<file path="src/rtl/fetch_ctrl_pkg.sv">
// Shared definitions for the fetch-stage sequencer.
//   state_t : fetch-path FSM state encoding, also exported on state_o
//   STATE_W : width of the state encoding / state_o port
package fetch_ctrl_pkg;

  localparam int STATE_W = 3;

  typedef enum logic [STATE_W-1:0] {
    BOOT   = 3'd0,
    RUN    = 3'd1,
    DRAIN  = 3'd2,
    HALTED = 3'd3,
    STEP   = 3'd4
  } state_t;

endpackage

</file>
<file path="src/rtl/fetch_ctrl_cnt.sv">
// Up-counter with synchronous clear and terminal-count compare.
//   clk     : clock, rising edge
//   rst     : synchronous reset, active-low, clears the count
//   clr     : restart the count at zero this edge
//   en      : count this cycle (applied on top of clr, so clr&en loads 1)
//   count   : current count, wraps modulo 2^WIDTH
//   at_term : count equals TERM
module fetch_ctrl_cnt #(
  parameter int               WIDTH = 8,
  parameter logic [WIDTH-1:0] TERM  = '0
) (
  input  logic             clk,
  input  logic             rst,
  input  logic             clr,
  input  logic             en,
  output logic [WIDTH-1:0] count,
  output logic             at_term
);

  always_ff @(posedge clk) begin
    if (!rst) begin
      count <= '0;
    end else if (clr || en) begin
      count <= (clr ? '0 : count) + WIDTH'(en);
    end
  end

  assign at_term = (count == TERM);

endmodule

</file>
<file path="src/rtl/fetch_ctrl.sv">
// Fetch-stage sequencer: drives the PC-register enable (trigger), the
// qualified PCSrc and the front-end flush controls from hazard, redirect
// and debug requests, and owns the boot / run / drain / halted / step FSM.
//
// Ports:
//   clk, rst     : clock (rising edge), synchronous active-low reset
//   stall_req    : hazard unit freeze request
//   redirect     : execute stage resolved a taken branch/jump this cycle
//   halt_req     : debug halt request (level)
//   resume_req   : debug resume, honoured only in HALTED
//   step_req     : debug single step, honoured only in HALTED
//   trigger      : PC register enable
//   pc_src_q     : redirect qualified by trigger
//   flush_fd     : bubble into the fetch/decode register
//   flush_de     : bubble into the decode/execute register
//   halted       : front end quiescent in HALTED
//   state_o      : current FSM state
//   fetch_cnt    : (FETCH_CTRL_PERF_EN only) sequential PC advances
//   redirect_cnt : (FETCH_CTRL_PERF_EN only) taken redirects
//
// Optional feature macro: FETCH_CTRL_PERF_EN adds the two wrap-around
// performance counters; without it the block has no counters at all.
module fetch_ctrl
  import fetch_ctrl_pkg::*;
#(
  parameter int BOOT_CYCLES = 4,
  parameter int PIPE_DEPTH  = 4,
  parameter int CNT_WIDTH   = 32
) (
  input  logic               clk,
  input  logic               rst,
  input  logic               stall_req,
  input  logic               redirect,
  input  logic               halt_req,
  input  logic               resume_req,
  input  logic               step_req,
  output logic               trigger,
  output logic               pc_src_q,
  output logic               flush_fd,
  output logic               flush_de,
  output logic               halted,
  output logic [STATE_W-1:0] state_o
`ifdef FETCH_CTRL_PERF_EN
  ,
  output logic [CNT_WIDTH-1:0] fetch_cnt,
  output logic [CNT_WIDTH-1:0] redirect_cnt
`endif
);

  state_t     state;
  state_t     next_state;
  logic       boot_en;
  logic       boot_term;
  logic       drain_clr;
  logic       drain_en;
  logic       drain_term;
  logic [7:0] boot_cnt_unused;
  logic [3:0] drain_cnt_unused;

  fetch_ctrl_cnt #(
    .WIDTH (8),
    .TERM  (8'(BOOT_CYCLES - 1))
  ) u_boot_cnt (
    .clk     (clk),
    .rst     (rst),
    .clr     (1'b0),
    .en      (boot_en),
    .count   (boot_cnt_unused),
    .at_term (boot_term)
  );

  // A redirect in DRAIN asserts clr and en together, so the redirect cycle
  // itself counts as drain slot 0 and HALTED follows PIPE_DEPTH cycles later.
  fetch_ctrl_cnt #(
    .WIDTH (4),
    .TERM  (4'(PIPE_DEPTH - 1))
  ) u_drain_cnt (
    .clk     (clk),
    .rst     (rst),
    .clr     (drain_clr),
    .en      (drain_en),
    .count   (drain_cnt_unused),
    .at_term (drain_term)
  );

  // Outputs are combinational so trigger gates the PC in the same cycle as
  // redirect; while rst is low they are pinned to their reset values.
  always_comb begin
    next_state = state;
    trigger    = 1'b0;
    flush_fd   = 1'b1;
    flush_de   = 1'b1;
    halted     = 1'b0;
    boot_en    = 1'b0;
    drain_clr  = 1'b0;
    drain_en   = 1'b0;
    if (rst) begin
      case (state)
        BOOT: begin
          boot_en = 1'b1;
          if (boot_term) next_state = RUN;
        end
        RUN: begin
          trigger  = redirect | ~stall_req;
          flush_fd = redirect;
          flush_de = redirect | stall_req;
          if (halt_req) begin
            // A simultaneous redirect still takes the target this cycle.
            next_state = DRAIN;
            drain_clr  = 1'b1;
            if (!redirect) trigger = 1'b0;
          end
        end
        DRAIN: begin
          // Only an older in-flight branch may still move the PC here.
          trigger   = redirect;
          flush_de  = redirect | stall_req;
          drain_en  = 1'b1;
          drain_clr = redirect;
          if (!redirect && drain_term) next_state = HALTED;
        end
        HALTED: begin
          halted = 1'b1;
          if (resume_req)    next_state = RUN;
          else if (step_req) next_state = STEP;
        end
        STEP: begin
          trigger  = redirect | ~stall_req;
          flush_fd = redirect;
          flush_de = redirect | stall_req;
          if (trigger) begin
            next_state = DRAIN;
            drain_clr  = 1'b1;
          end
        end
        default: next_state = BOOT;
      endcase
    end
  end

  assign pc_src_q = redirect & trigger;
  assign state_o  = state;

  always_ff @(posedge clk) begin
    if (!rst) state <= BOOT;
    else      state <= next_state;
  end

`ifdef FETCH_CTRL_PERF_EN
  logic fetch_term_unused;
  logic redirect_term_unused;

  fetch_ctrl_cnt #(
    .WIDTH (CNT_WIDTH),
    .TERM  ('0)
  ) u_fetch_cnt (
    .clk     (clk),
    .rst     (rst),
    .clr     (1'b0),
    .en      (trigger & ~redirect),
    .count   (fetch_cnt),
    .at_term (fetch_term_unused)
  );

  fetch_ctrl_cnt #(
    .WIDTH (CNT_WIDTH),
    .TERM  ('0)
  ) u_redirect_cnt (
    .clk     (clk),
    .rst     (rst),
    .clr     (1'b0),
    .en      (pc_src_q),
    .count   (redirect_cnt),
    .at_term (redirect_term_unused)
  );
`else
  localparam int cnt_width_unused = CNT_WIDTH;
`endif

endmodule

</file>
<file path="config.mk">
export PLATFORM = sky130hd
export DESIGN_NAME = fetch_ctrl
export DESIGN_NICKNAME = d
export VERILOG_FILES = /design/src/rtl/fetch_ctrl_pkg.sv /design/src/rtl/fetch_ctrl_cnt.sv /design/src/rtl/fetch_ctrl.sv
export SDC_FILE = /design/constraint.sdc
export NUM_CORES = 1
export LEC_CHECK = 0
export ABC_AREA = 1
export CORE_MARGIN = 2
export CORE_UTILIZATION = 49
export CTS_BUF_LIST = sky130_fd_sc_hd__clkbuf_8
export CTS_CLUSTER_DIAMETER = 60
export CTS_CLUSTER_SIZE = 12
export DETAILED_ROUTE_END_ITERATION = 10
export PLACE_DENSITY_LB_ADDON = 0.05
export SYNTH_ARGS = -nofsm -noshare
export SYNTH_HDL_FRONTEND = slang
export SYNTH_SLANG_ARGS = --single-unit
</file>
<file path="constraint.sdc">
create_clock -name clk -period 1.5 [get_ports clk]
set_input_delay 0.3 -clock clk [delete_from_list [all_inputs] [get_ports clk]]
set_output_delay 0.3 -clock clk [all_outputs]
set_load 0.03 [all_outputs]
</file>
==> results of run 1 <==
-- Yosys cell counts --
cell type / number
a211oi_1: 1
a21boi_0: 1
a21boi_1: 1
a21oi_1: 9
buf_2: 2
dfxtp_1: 15
ha_1: 4
inv_1: 17
inv_2: 3
nand2_1: 24
nand2_2: 3
nand3_1: 12
nand3_2: 1
nand4_1: 5
nor2_1: 31
nor2_2: 3
nor2_4: 1
nor3_1: 4
nor3_2: 1
nor3b_1: 1
o21ai_0: 10
o21ai_1: 1
or2_1: 1
-- timing repair --
| action | CTS |
|---|---|
| pin swaps | 12 |
| resized for setup | 42 |
| buffers inserted | 7 |
| setup endpoints to repair | 19 |
-- logic make-up after synthesis --
group                      after synthesis  share of synthesized area (%)
AOI/OAI and AO/OA                       23                           12.8
DFF                                     15                           31.3
buffers and inverters                   22                           8.88
adders and majority gates                4                           5.22
and+or+nand+nor                         87                           41.8
-- metrics by stage --
step	hold slack [ns]	std cells
floorplan	0.445	151
global placement	0.454	213
detailed placement	0.463	213
CTS	0.475	223
==> impl_metrics.py, run 1 <==
metrics = {
    "run_status": {
        "status": "aborted with a tool error",
        "lastStage": "5_1_grt",
        "error_line": "[ERROR DPL-0038] Utilization greater than 100%, impossible to legalize",
    },
    "synthesis": {
        "syn_inst": 151,
        "yosys-top-cells-area": "dfxtp_1 (31%), nor2_1 (12%), nand2_1 (9.4%)",
        "syn_area_per_cell_um2": 6.35,
        "syn_nets": 162,
        "syn-cell-area_um2": 958,
        "synth_area_leader_cell": "dfxtp_1",
        "seq_area_frac_synth_pct": 31.3,
        "yosys_warnings": 0,
        "synth_top_area_share_pct": 31.3,
        "yosysUniqueCellTypes": 23,
        "yosys_register_bits": 15,
    },
    "placement": {
        "dp_slack_ns": -0.602,
        "dp_hpwl_um": 1940,
        "place.gp.congestion": 0.855,
        "placed_area_um2": 1370,
        "portBuffers": 14,
    },
    "clock_tree": {
        "cts_hold_buf": 0,
        "cts_buffers": 3,
        "clock-root-buffer": "clkbuf_8",
        "cts.htree.levels": 1,
        "ctsLongestPathBuffers": 2,
        "cts.sinks": 15,
    },
    "timing": {
        "worst_endpoint_kind": "output port",
        "crit_endpoint": "pc_src_q",
    },
    "die": {
        "start_util_pct": 53.8,
        "die_x_um": 48.2,
        "io_pins": 15,
        "die_y_um": 48.2,
        "rows": 15,
    },
    "global_routing": {
        "grt_max_degree": 15,
    },
}
==> inputs of run 2 (changes only) <==
CORE_AREA = 2 2 63 65   (was not set)
CORE_MARGIN = not set   (was 2)
CORE_UTILIZATION = not set   (was 49)
CTS_BUF_LIST = not set   (was sky130_fd_sc_hd__clkbuf_8)
CTS_CLUSTER_DIAMETER = not set   (was 60)
CTS_CLUSTER_SIZE = not set   (was 12)
DIE_AREA = 0 0 65 67   (was not set)
PLACE_DENSITY_LB_ADDON = 0.15   (was 0.05)
clock period = 2 ns   (was 1.5 ns; I/O delays follow)
==> impl_metrics.py, run 2 <==
metrics = {
    "run_status": {
        "status": "finished, final reports clean",
    },
    "clock_tree": {
        "tritoncts": "done",
        "clock-root-buffer": "clkbuf_8",
        "clk-insertion-delay-late_ns": 0.25,
        "cts.htree.levels": 1,
        "cts.sinks": 15,
        "ctsLongestPathBuffers": 2,
        "cts_buffers": 3,
        "post_cts_buffers": 0,
        "clk_pin_slew_ns": 0.06,
        "cts_hold_buf": 0,
    },
    "finish": {
        "fin_area_um2": 1340,
        "multi_input_area_um2": 587,
        "final_cell_mix": "nor2_1 (31), nand2_1 (24), buf_4 (23)",
        "seqCellArea_um2": 305,
        "largest-register": "u_boot_cnt.count",
        "largest_reg_flops": 8,
        "final_util_pct": 37.2,
        "nFillCells": 387,
        "diodes": 0,
        "drive_above_1_share_pct": 22.6,
        "final_common_cell": "nor2_1",
        "nets": 198,
        "area_growth_pct": 39.8,
    },
    "detailed_routing": {
        "first_iter_violations": 23,
        "wire_per_inst_um": 10.1,
        "drc": 0,
        "num_vias": 1019,
        "vias_per_cell": 4.35,
        "drt_pass1_iterations": 4,
        "antenna_left": 0,
        "routed_wl_um": 2370,
    },
    "die": {
        "dieArea_um2": 4360,
        "start_util_pct": 26.6,
        "core_um2": 3610,
        "die_y_um": 67,
        "rows": 22,
        "die_x_um": 65,
        "io_pins": 15,
    },
    "global_routing": {
        "first_global_vias": 989,
        "grt_pass1_wl_um": 4150,
        "grt_max_degree": 15,
        "overflow": 0,
        "grt_usage_pct": 12.2,
        "grt_antenna_before_repair": 0,
    },
    "timing": {
        "relSlewSlack_pct": 79.8,
        "post-route-period-util_pct": 94.2,
        "fin_skew_ns": 0.00164,
        "fmax_mhz": 531,
        "drv_slew": 0,
        "worst_slack_ns": 0.116,
        "hold_violations": 0,
        "finalSetupViolations": 0,
        "post-route-min-period_ns": 1.88,
        "fin_tns_setup_ns": 0,
        "hold_slack_ns": 0.477,
        "worstMarginPinSlew_ns": 0.302,
    },
    "hold_path": {
        "hold_path.class": "reg2reg",
    },
    "setup_path": {
        "arrival_ns": 1.48,
        "path_class": "in2out",
        "crit_start": "halt_req",
        "reg2reg_depth": 9,
        "end_kind": "output port",
        "cp-endpoint": "pc_src_q",
        "crit_fanout": 2,
        "critPathLaunchType": "primary input",
        "reg2reg_to": "u_boot_cnt.count[2]",
        "r2r_slack_ns": 0.24,
        "required_ns": 1.60,
        "rr_startpoint": "state_o[2]",
    },
    "placement": {
        "place.gp.congestion": 0.773,
        "portBuffers": 14,
        "dp_hpwl_um": 1920,
        "placed_area_um2": 1290,
        "dp_slack_ns": -0.183,
    },
    "synthesis": {
        "async_flop_share_pct": 0,
        "synth_edf_count": 0,
        "synth_most_common_cell": "nor2_1",
        "synth_top_area_share_pct": 31.3,
        "synth_area_leader_cell": "dfxtp_1",
        "yosys_warnings": 0,
        "yosys-top-cells-count": "nor2_1 (31), nand2_1 (24), inv_1 (17)",
        "syn-cell-area_um2": 958,
        "yosys-top-cells-area": "dfxtp_1 (31%), nor2_1 (12%), nand2_1 (9.4%)",
        "yosysUniqueCellTypes": 23,
        "seq_area_frac_synth_pct": 31.3,
        "syn_inst": 151,
        "syn_nets": 162,
        "yosys_register_bits": 15,
        "synth-main-ff-cell": "dfxtp_1",
        "syn_area_per_cell_um2": 6.35,
    },
    "power_and_ir_drop": {
        "p_per_area_nw_per_um2": 924,
        "irDropWorstVdd_uv": 330,
        "p_leak_nw": 0.615,
    },
    "run": {
        "drv_cap": 0,
    },
}
## run 2: per-stage QoR
step,power [mW],std cells
5_1_grt,1.35,234
2_1_floorplan,0.737,151
4_1_cts,1.24,234
3_5_place_dp,0.981,230
6_report,1.24,234
3_3_place_gp,0.983,230
## run 2: cell families after synthesis
| kind of cell | Yosys count | synth area share, % |
|---|---|---|
| flip-flops | 15 | 31.3 |
| AND/OR/NAND/NOR | 87 | 41.8 |
| adder cells (fa/ha/maj) | 4 | 5.22 |
| AO/OA/AOI/OAI | 23 | 12.8 |
| buffers and inverters | 22 | 8.88 |
## run 2: where the power goes
group / switching [mW] / internal, mW
logic: 0.355 / 0.255
registers: 0.0409 / 0.340
clock network: 0.106 / 0.141
total: 0.502 / 0.736
## run 2: worst min path at each step
stage	from	cells past startpoint	endpoint	slack, ns
3_5_place_dp	u_boot_cnt.count[7]	2	u_boot_cnt.count[7]	0.48
4_1_cts	u_boot_cnt.count[7]	2	u_boot_cnt.count[7]	0.49
6_report	u_boot_cnt.count[7]	2	u_boot_cnt.count[7]	0.48
5_1_grt	u_boot_cnt.count[6]	1	u_boot_cnt.count[6]	0.51
3_3_place_gp	u_boot_cnt.count[6]	1	u_boot_cnt.count[6]	0.47
2_1_floorplan	u_boot_cnt.count[7]	2	u_boot_cnt.count[7]	0.44
## run 2: area by class of cell
type,instances,area share [%]
inverter,20,5.60
sequential,15,22.8
clock buffer,4,3.36
timing repair buffer,33,20.0
multi-input combinational,114,43.8
tap,48,4.48
## run 2: timing repair
action,4_1_cts,5_1_grt
resized for setup,5,5
endpoints found under the hold margin,0,0
setup endpoints to repair,4,2
pin swaps,0,1
## run 2: critical path, cell delays in order
cell and delay [ns]:
clkdlybuf4s50_1 0.42, buf_4 0.14, o21ai_1 0.15, a21oi_2 0.09, nor3_2 0.10, buf_4 0.17
## run 2: per-layer routing
metal | global-route usage [%] | vias to the layer above | wire, um
met5 | 0 | - | 0
met4 | 3.19 | 0 | 27
met3 | 2.70 | 5 | 74
met2 | 22.3 | 11 | 1160
met1 | 14.3 | 442 | 1110
li1 | - | 561 | -
Note: power is estimated with default switching activity, not from simulation.
